`config.mk`:
```
export PLATFORM = sky130hd
export DESIGN_NAME = program_loader
export DESIGN_NICKNAME = d
export VERILOG_FILES = /design/src/rtl/program_loader.sv
export SDC_FILE = /design/constraint.sdc
export NUM_CORES = 1
export LEC_CHECK = 0
export BUFFER_PORTS_ARGS = -buffer_cell sky130_fd_sc_hd__buf_2
export CAP_MARGIN = 20
export CORE_MARGIN = 2
export CORE_UTILIZATION = 59
export CTS_CLUSTER_DIAMETER = 120
export DETAILED_ROUTE_END_ITERATION = 10
export MAX_ROUTING_LAYER = met4
export PLACE_DENSITY = 0.83
export SLEW_MARGIN = 40
export SYNTH_ARGS = -nofsm -noshare
export SYNTH_HDL_FRONTEND = slang
export SYNTH_SLANG_ARGS = --single-unit
```
`constraint.sdc`:
```
create_clock -name clk -period 4.3 [get_ports clk]
set_clock_uncertainty 0.15 [all_clocks]
set_input_delay 1.29 -clock clk [delete_from_list [all_inputs] [get_ports clk]]
set_output_delay 1.29 -clock clk [all_outputs]
set_load 0.03 [all_outputs]
```
`src/rtl/program_loader.sv`:
```
// Boot loader: length-prefixed little-endian byte stream -> instruction memory.
// Optional trailing XOR checksum byte when LOADER_CHECKSUM_EN is defined.
module program_loader #(
    parameter int ADDR_WIDTH = 10
) (
    input  logic                  clk,
    input  logic                  reset,
    input  logic [7:0]            rx_data,
    input  logic                  rx_valid,
    output logic                  rx_ready,
    input  logic                  restart,
    output logic                  imem_we,
    output logic [ADDR_WIDTH-1:0] imem_addr,
    output logic [31:0]           imem_wdata,
    output logic                  core_hold,
    output logic                  done,
    output logic                  error,
    output logic [ADDR_WIDTH:0]   words_loaded
);

    localparam logic [16:0] CAP = 17'(2 ** ADDR_WIDTH);

`ifdef LOADER_CHECKSUM_EN
    typedef enum logic [2:0] {
        S_HDR_LO, S_HDR_HI, S_DATA, S_CHECK, S_DONE, S_ERROR
    } state_e;
    localparam state_e S_FINISH = S_CHECK;
`else
    typedef enum logic [2:0] {
        S_HDR_LO, S_HDR_HI, S_DATA, S_DONE, S_ERROR
    } state_e;
    localparam state_e S_FINISH = S_DONE;
`endif

    state_e                state_q, state_d;
    logic                  rdy_q, rdy_d;
    logic                  we_q, we_d;
    logic [ADDR_WIDTH-1:0] addr_q, addr_d;
    logic [31:0]           wdata_q, wdata_d;
    logic                  hold_q, hold_d;
    logic [ADDR_WIDTH:0]   words_q, words_d;
    logic [15:0]           cnt_q, cnt_d;
    logic [1:0]            bidx_q, bidx_d;
    logic [23:0]           buf_q, buf_d;
`ifdef LOADER_CHECKSUM_EN
    logic [7:0]            xor_q, xor_d;
`endif

    logic        accept;
    logic [16:0] hdr;
    logic        last_word;

    assign accept    = rx_valid & rdy_q;
    assign hdr       = {1'b0, rx_data, cnt_q[7:0]};
    assign last_word = (17'(words_q) + 17'd1) == {1'b0, cnt_q};

    // Next-state and datapath: header parse, byte packing, hold release
    always_comb begin
        state_d = state_q;
        we_d    = 1'b0;
        addr_d  = addr_q;
        wdata_d = wdata_q;
        hold_d  = hold_q;
        words_d = words_q;
        cnt_d   = cnt_q;
        bidx_d  = bidx_q;
        buf_d   = buf_q;
`ifdef LOADER_CHECKSUM_EN
        xor_d   = xor_q;
        if (accept) xor_d = xor_q ^ rx_data;
`endif
        unique case (state_q)
            S_HDR_LO: begin
                if (accept) begin
                    cnt_d[7:0] = rx_data;
                    state_d    = S_HDR_HI;
                end
            end
            S_HDR_HI: begin
                if (accept) begin
                    cnt_d[15:8] = rx_data;
                    if (hdr == 17'd0)  state_d = S_FINISH;
                    else if (hdr > CAP) state_d = S_ERROR;
                    else                state_d = S_DATA;
                end
            end
            S_DATA: begin
                if (accept) begin
                    bidx_d = bidx_q + 2'd1;
                    if (bidx_q == 2'd3) begin
                        we_d    = 1'b1;
                        addr_d  = words_q[ADDR_WIDTH-1:0];
                        wdata_d = {rx_data, buf_q};
                        words_d = words_q + 1'b1;
                        if (last_word) state_d = S_FINISH;
                    end else begin
                        buf_d = {rx_data, buf_q[23:8]};
                    end
                end
            end
`ifdef LOADER_CHECKSUM_EN
            S_CHECK: begin
                if (accept) begin
                    state_d = (rx_data == xor_q) ? S_DONE : S_ERROR;
                end
            end
`endif
            S_DONE: begin
                hold_d = 1'b0;
            end
            S_ERROR: begin
                hold_d = 1'b1;
            end
            default: begin
                state_d = S_HDR_LO;
            end
        endcase
        if (restart && (state_q == S_DONE || state_q == S_ERROR)) begin
            state_d = S_HDR_LO;
            hold_d  = 1'b1;
            words_d = '0;
            cnt_d   = '0;
            bidx_d  = '0;
            buf_d   = '0;
`ifdef LOADER_CHECKSUM_EN
            xor_d   = '0;
`endif
        end
        rdy_d = (state_d != S_DONE) && (state_d != S_ERROR);
    end

    // State and datapath registers
    always_ff @(posedge clk) begin
        if (reset) begin
            state_q <= S_HDR_LO;
            rdy_q   <= 1'b0;
            we_q    <= 1'b0;
            addr_q  <= '0;
            wdata_q <= '0;
            hold_q  <= 1'b1;
            words_q <= '0;
            cnt_q   <= '0;
            bidx_q  <= '0;
            buf_q   <= '0;
`ifdef LOADER_CHECKSUM_EN
            xor_q   <= '0;
`endif
        end else begin
            state_q <= state_d;
            rdy_q   <= rdy_d;
            we_q    <= we_d;
            addr_q  <= addr_d;
            wdata_q <= wdata_d;
            hold_q  <= hold_d;
            words_q <= words_d;
            cnt_q   <= cnt_d;
            bidx_q  <= bidx_d;
            buf_q   <= buf_d;
`ifdef LOADER_CHECKSUM_EN
            xor_q   <= xor_d;
`endif
        end
    end

    assign rx_ready     = rdy_q;
    assign imem_we      = we_q;
    assign imem_addr    = addr_q;
    assign imem_wdata   = wdata_q;
    assign core_hold    = hold_q;
    assign done         = (state_q == S_DONE);
    assign error        = (state_q == S_ERROR);
    assign words_loaded = words_q;

endmodule

```
---- Word level (Yosys, flattened, before mapping) ----
Cells that the tools add are included.
storage, ports and cells
  RAM bits ................................ 0
  memories kept ........................... 0
  bits in read-only memories .............. 0
  bits in latches ......................... 0
  output and inout port bits .............. 58
  register bits ........................... 101
operators by class
  multipliers ............................. 0
  add/subtract/negate cells ............... 3
  equal/unequal tests ..................... 8
  reduce and logical (&&, ||, !) cells .... 14
  magnitude comparators ................... 1
  muxes and demuxes ....................... 11
  bitwise logic cells ..................... 4
  div/mod/pow operators ................... 0
  shift-type cells ........................ 0
operator list
  kind                     count
  $mux W3                  8
  $logic_not A17 Y1        1
  $eq A12 B16 Y1           1
  $gt A16 B11 Y1 const B   1
  $add A11 B1 Y12 const B  1
  $pmux W3 S4              1
  $add A11 B1 Y11 const B  1
  $eq A3 B2 Y1 const B     2
  $reduce_and A2 Y1        3
  $reduce_and A3 Y1        2
  $reduce_or A2 Y1         2
  $eq A3 B1 Y1 const B     1
  $eq A3 B3 Y1 const B     1
  $logic_not A3 Y1         1
  $ne A3 B2 Y1 const B     1
  $ne A3 B3 Y1 const B     1
  $not A1 Y1               3
  $reduce_or A3 Y1         1
  $add A2 B1 Y2 const B    1
  $eq A2 B2 Y1 const B     1
  $logic_and A1 B1 Y1      2
  $pmux W1 S2              1
  $reduce_bool A2 Y1       1
  $and A1 B1 Y1            1
  2 further kinds          2

---- Logic depth before layout (Yosys ltp) ----
  word-level depth ........................ 9
  mapped depth ............................ 8
  depth with buffers taken out ............ 7

---- Worst setup path before layout ----
OpenSTA, ideal clock, no wires.
  path type ............................... input-to-reg
  start ................................... in rx_valid
  end ..................................... reg wdata_q[21] (netlist: imem_wdata[21])
  slack ................................... 1.581 ns
  data required time ...................... 4.080 ns
  setup time .............................. 0.070 ns
  data arrival time ....................... 2.499 ns
  path buffers ............................ 2
  cell stages on the path ................. 7
  path through ............................ nand2_1 nor3_2 nand2_1 clkbuf_1 clkbuf_1 nand2_1 a21oi_1
between the ends
  longest elaborated chain between the ends .. 2
RTL lines
  item                         RTL line  RTL
  start: declaration           9         input logic rx_valid,
  $and A1 B1 Y1                53        assign accept = rx_valid & rdy_q;
  $reduce_and A3 Y1 (no line)  -
  end signal: assignment       153       wdata_q <= wdata_d;
  end: declaration             39        logic [31:0] wdata_q, wdata_d;
Every way passes these cells.
A chain may end at the register's enable or synchronous reset.

---- Worst setup path in the final report ----
  start ................................... reg state_q[0]
  end ..................................... out done
between the ends
  longest elaborated chain between the ends .. 1
RTL lines
  item                      RTL line  RTL
  start: declaration        35        state_e state_q, state_d;
  start signal: assignment  149       state_q <= state_d;
  $eq A3 B2 Y1              170       assign done = (state_q == S_DONE);
  end: declaration          16        output logic done,
Every way passes these cells.

==> impl_metrics.csv <==
group,metric,value,unit
run_status,status,"finished, final reports clean",
clocking,cts_tree,"built",
yosys,synth_ff_type,"dfxtp_1",
floorplanning,die_area,7539,um^2
final_layout,regArea,2022,um^2
routing,vias,3536,
global_route,grt_pass1_vias,3171,
global_route,grt_max_degree,55,
setup_path,cp_max_fo,12,
sta,setup_ws,1.272,ns
yosys,syn-num-nets,507,
global_route,antenna_found_initial,0,
flow_run,cap_violations,0,
clocking,ctsHoldBuffers,0,
setup_path,crit_slowest_cell,"dfxtp_1",
yosys,synth_top_cell_area_share,49.95,%
sta,slew_headroom,49.68,%
sta,fmax,330.2,MHz
worst_hold_path,hold_path.class,"register to register",
sta,setup_viol,0,
floorplanning,start_util,60.24,%
yosys,synth_area_leaders,"dfxtp_1, nand2_1, a21oi_1, mux2i_1, nor2_1",
sta,timing.hold.ws,0.3066,ns
yosys,synthMostInstantiatedCell,"nand2_1",
routing,first_pass_iters,4,
routing,routed_wirelength,9024,um
clocking,cts_setup_buffers,0,
sta,tns,0,ns
setup_path,crit_type,"register to primary output",
clocking,clock-sinks,101,
yosys,synth_edf_count,0,
clocking,ctsHtreeMaxLevel,3,
final_layout,syn2layout_area_growth,14.50,%
sta,fin_crit,3.028,ns
setup_path,worst-endpoint-required,2.86,ns
sta,hold_viol,0,
routing,vias_per_cell,5.577,
floorplanning,io_pins,70,
setup_path,critPathCaptureType,"primary output",
sta,post-route-period-util,70.42,%
clocking,cts_buffers,9,
final_layout,n_fill_cell,535,
setup_path,cp-start-kind,"register",
yosys,ys_warn_count,0,
sta,rsz0062_at_grt,"false",
floorplanning,die_w,86.83,um
routing,drt-initial-drc-count,208,
floorplanning,core_area,6719,um^2
clocking,clk_pin_slew_worst_paths,0.10,ns
yosys,synth_seq_area_share,49.95,%
yosys,avgSynthCellArea,8.210,um^2
power_and_ir_drop,vdd_drop_max,0.0001895,V
final_layout,drive_above_1_share,17.51,%
final_layout,diodes,0,
power_and_ir_drop,p_leak,1.826,nW
final_layout,multi_input_area,1897,um^2
yosys,synth.distinct_cells,42,
routing,wire_per_inst,14.23,um
yosys,syn_area,4048,um^2
setup_path,crit_chain,"inv_1 -> nor2_1 -> buf_2",
place,place.gp.congestion,0.8465,
final_layout,nNetsFinal,563,
floorplanning,fp.dieH,86.83,um
clocking,cts_resized,0,
yosys,syn_inst,493,
yosys,synth_common_cells,"nand2_1, dfxtp_1, a21oi_1, nor2_1, clkbuf_1",
routing,ant_nets,0,
global_route,grt_usage,25.57,%
sta,tightest_slew,0.7492,ns
yosys,ys_ff_latch,101,
global_route,gr-total-overflow,0,
setup_path,slowest_delay,0.69,ns
yosys,yosys.area.top_type,"dfxtp_1",
floorplanning,fp-row-count,30,
power_and_ir_drop,p_per_area,354.5,nW/um^2
routing,post-route-drc-count,0,
sta,final_max_slew_viol_count,0,
global_route,grt_pass1_wl,14890,um
setup_path,cp.arrival,1.59,ns
place,dp_slack,0.9723,ns
clocking,clk_latency,0.37,ns
place,portBuffers,69,
place,dp_hpwl,6134,um
clocking,cts-root-buf,"clkbuf_8",
clocking,cts_max_path_buffers,2,
yosys,async_flop_share,0,%
-- layer usage --
| layer | global-route usage (%) | routed length (um) | vias up | part of all wire (%) |
|---|---|---|---|---|
| met4 | 8.949 | 134 | 0 | 1.5 |
| met2 | 39.69 | 4395 | 114 | 49 |
| li1 | - | - | 1761 | - |
| met3 | 4.476 | 475 | 15 | 5.3 |
| met1 | 33.76 | 4017 | 1646 | 45 |
| met5 | - | 0 | - | 0 |
-- layout make-up --
| type | count | area share [%] |
|---|---|---|
| inverter | 6 | 0.4860 |
| clock buffer | 10 | 2.754 |
| sequential | 101 | 43.63 |
| multi-input combinational | 357 | 40.93 |
| tap | 80 | 2.160 |
| clock inverter | 6 | 1.728 |
| timing repair buffer | 74 | 8.315 |
-- cells in the final DEF (no fill, tap or decap), types with 2 or more instances in the layout --
master,Yosys,routed
mux2i_1,17,17
ha_1,2,2
o21ai_0,10,10
a21oi_1,75,75
nor4_4,1,3
xor2_1,10,10
or3_1,3,3
inv_8,0,3
buf_2,4,68
a31oi_1,3,3
nand3_1,6,6
and3_1,3,3
xnor2_1,10,10
clkbuf_8,1,9
nand4_1,5,5
nor2_1,33,33
nor4_1,7,7
dfxtp_1,101,101
nand2_1,143,143
nand2b_1,3,2
nor3_1,6,6
buf_4,2,6
inv_1,6,6
and2_1,2,2
-- critical path: cells and delay by family (launching register included) --
family / cells / cell delay [ns]
DFF: 1 / 0.69
and+or+nand+nor: 1 / 0.18
buffers and inverters: 2 / 0.35
-- final timing paths --
path / to / slack [ns] / startpoint / cells after the start
setup / recovery: done / 1.27 / state_q[0] / 3
hold / removal: imem_wdata[16] / 0.31 / imem_wdata[16] / 2
setup reg to reg: words_loaded[9] / 1.80 / state_q[2] / 6
hold reg to reg: imem_wdata[16] / 0.31 / imem_wdata[16] / 2
-- cells by family after synthesis --
logic type / share of synthesized area [%]
AO/OA/AOI/OAI: 12.67
XOR/XNOR: 4.327
adder cells (fa/ha/maj): 0.6181
buffers and inverters: 3.802
flip-flops: 49.95
multiplexers: 4.204
AND/OR/NAND/NOR: 24.42
-- power by group --
part	switching [mW]	leakage, nW	internal [mW]
clock network	0.336	0.102	0.282
registers	0.0108	0.815	0.942
logic	0.0468	0.909	0.0244
-- per-stage QoR --
stage / utilization, % / power (mW) / std cells / cell area, um^2
floorplan: - / 1.021 / 493 / 4048
global placement: 65.77 / 1.041 / 618 / 4419
detailed placement: 65.85 / 1.044 / 618 / 4424
CTS: 68.94 / 1.654 / 634 / 4632
global route: 68.98 / 1.703 / 634 / 4634
finish: 68.98 / 1.643 / 634 / 4634
-- registers in the layout, indices dropped and copies added (netlist names) --
register      flops
imem_addr        10
buf_q            24
cnt_q            16
bidx_q            2
words_loaded     11
core_hold         1
imem_we           1
state_q           3
imem_wdata       32
rx_ready          1
Power figures use the tool's default switching activity.
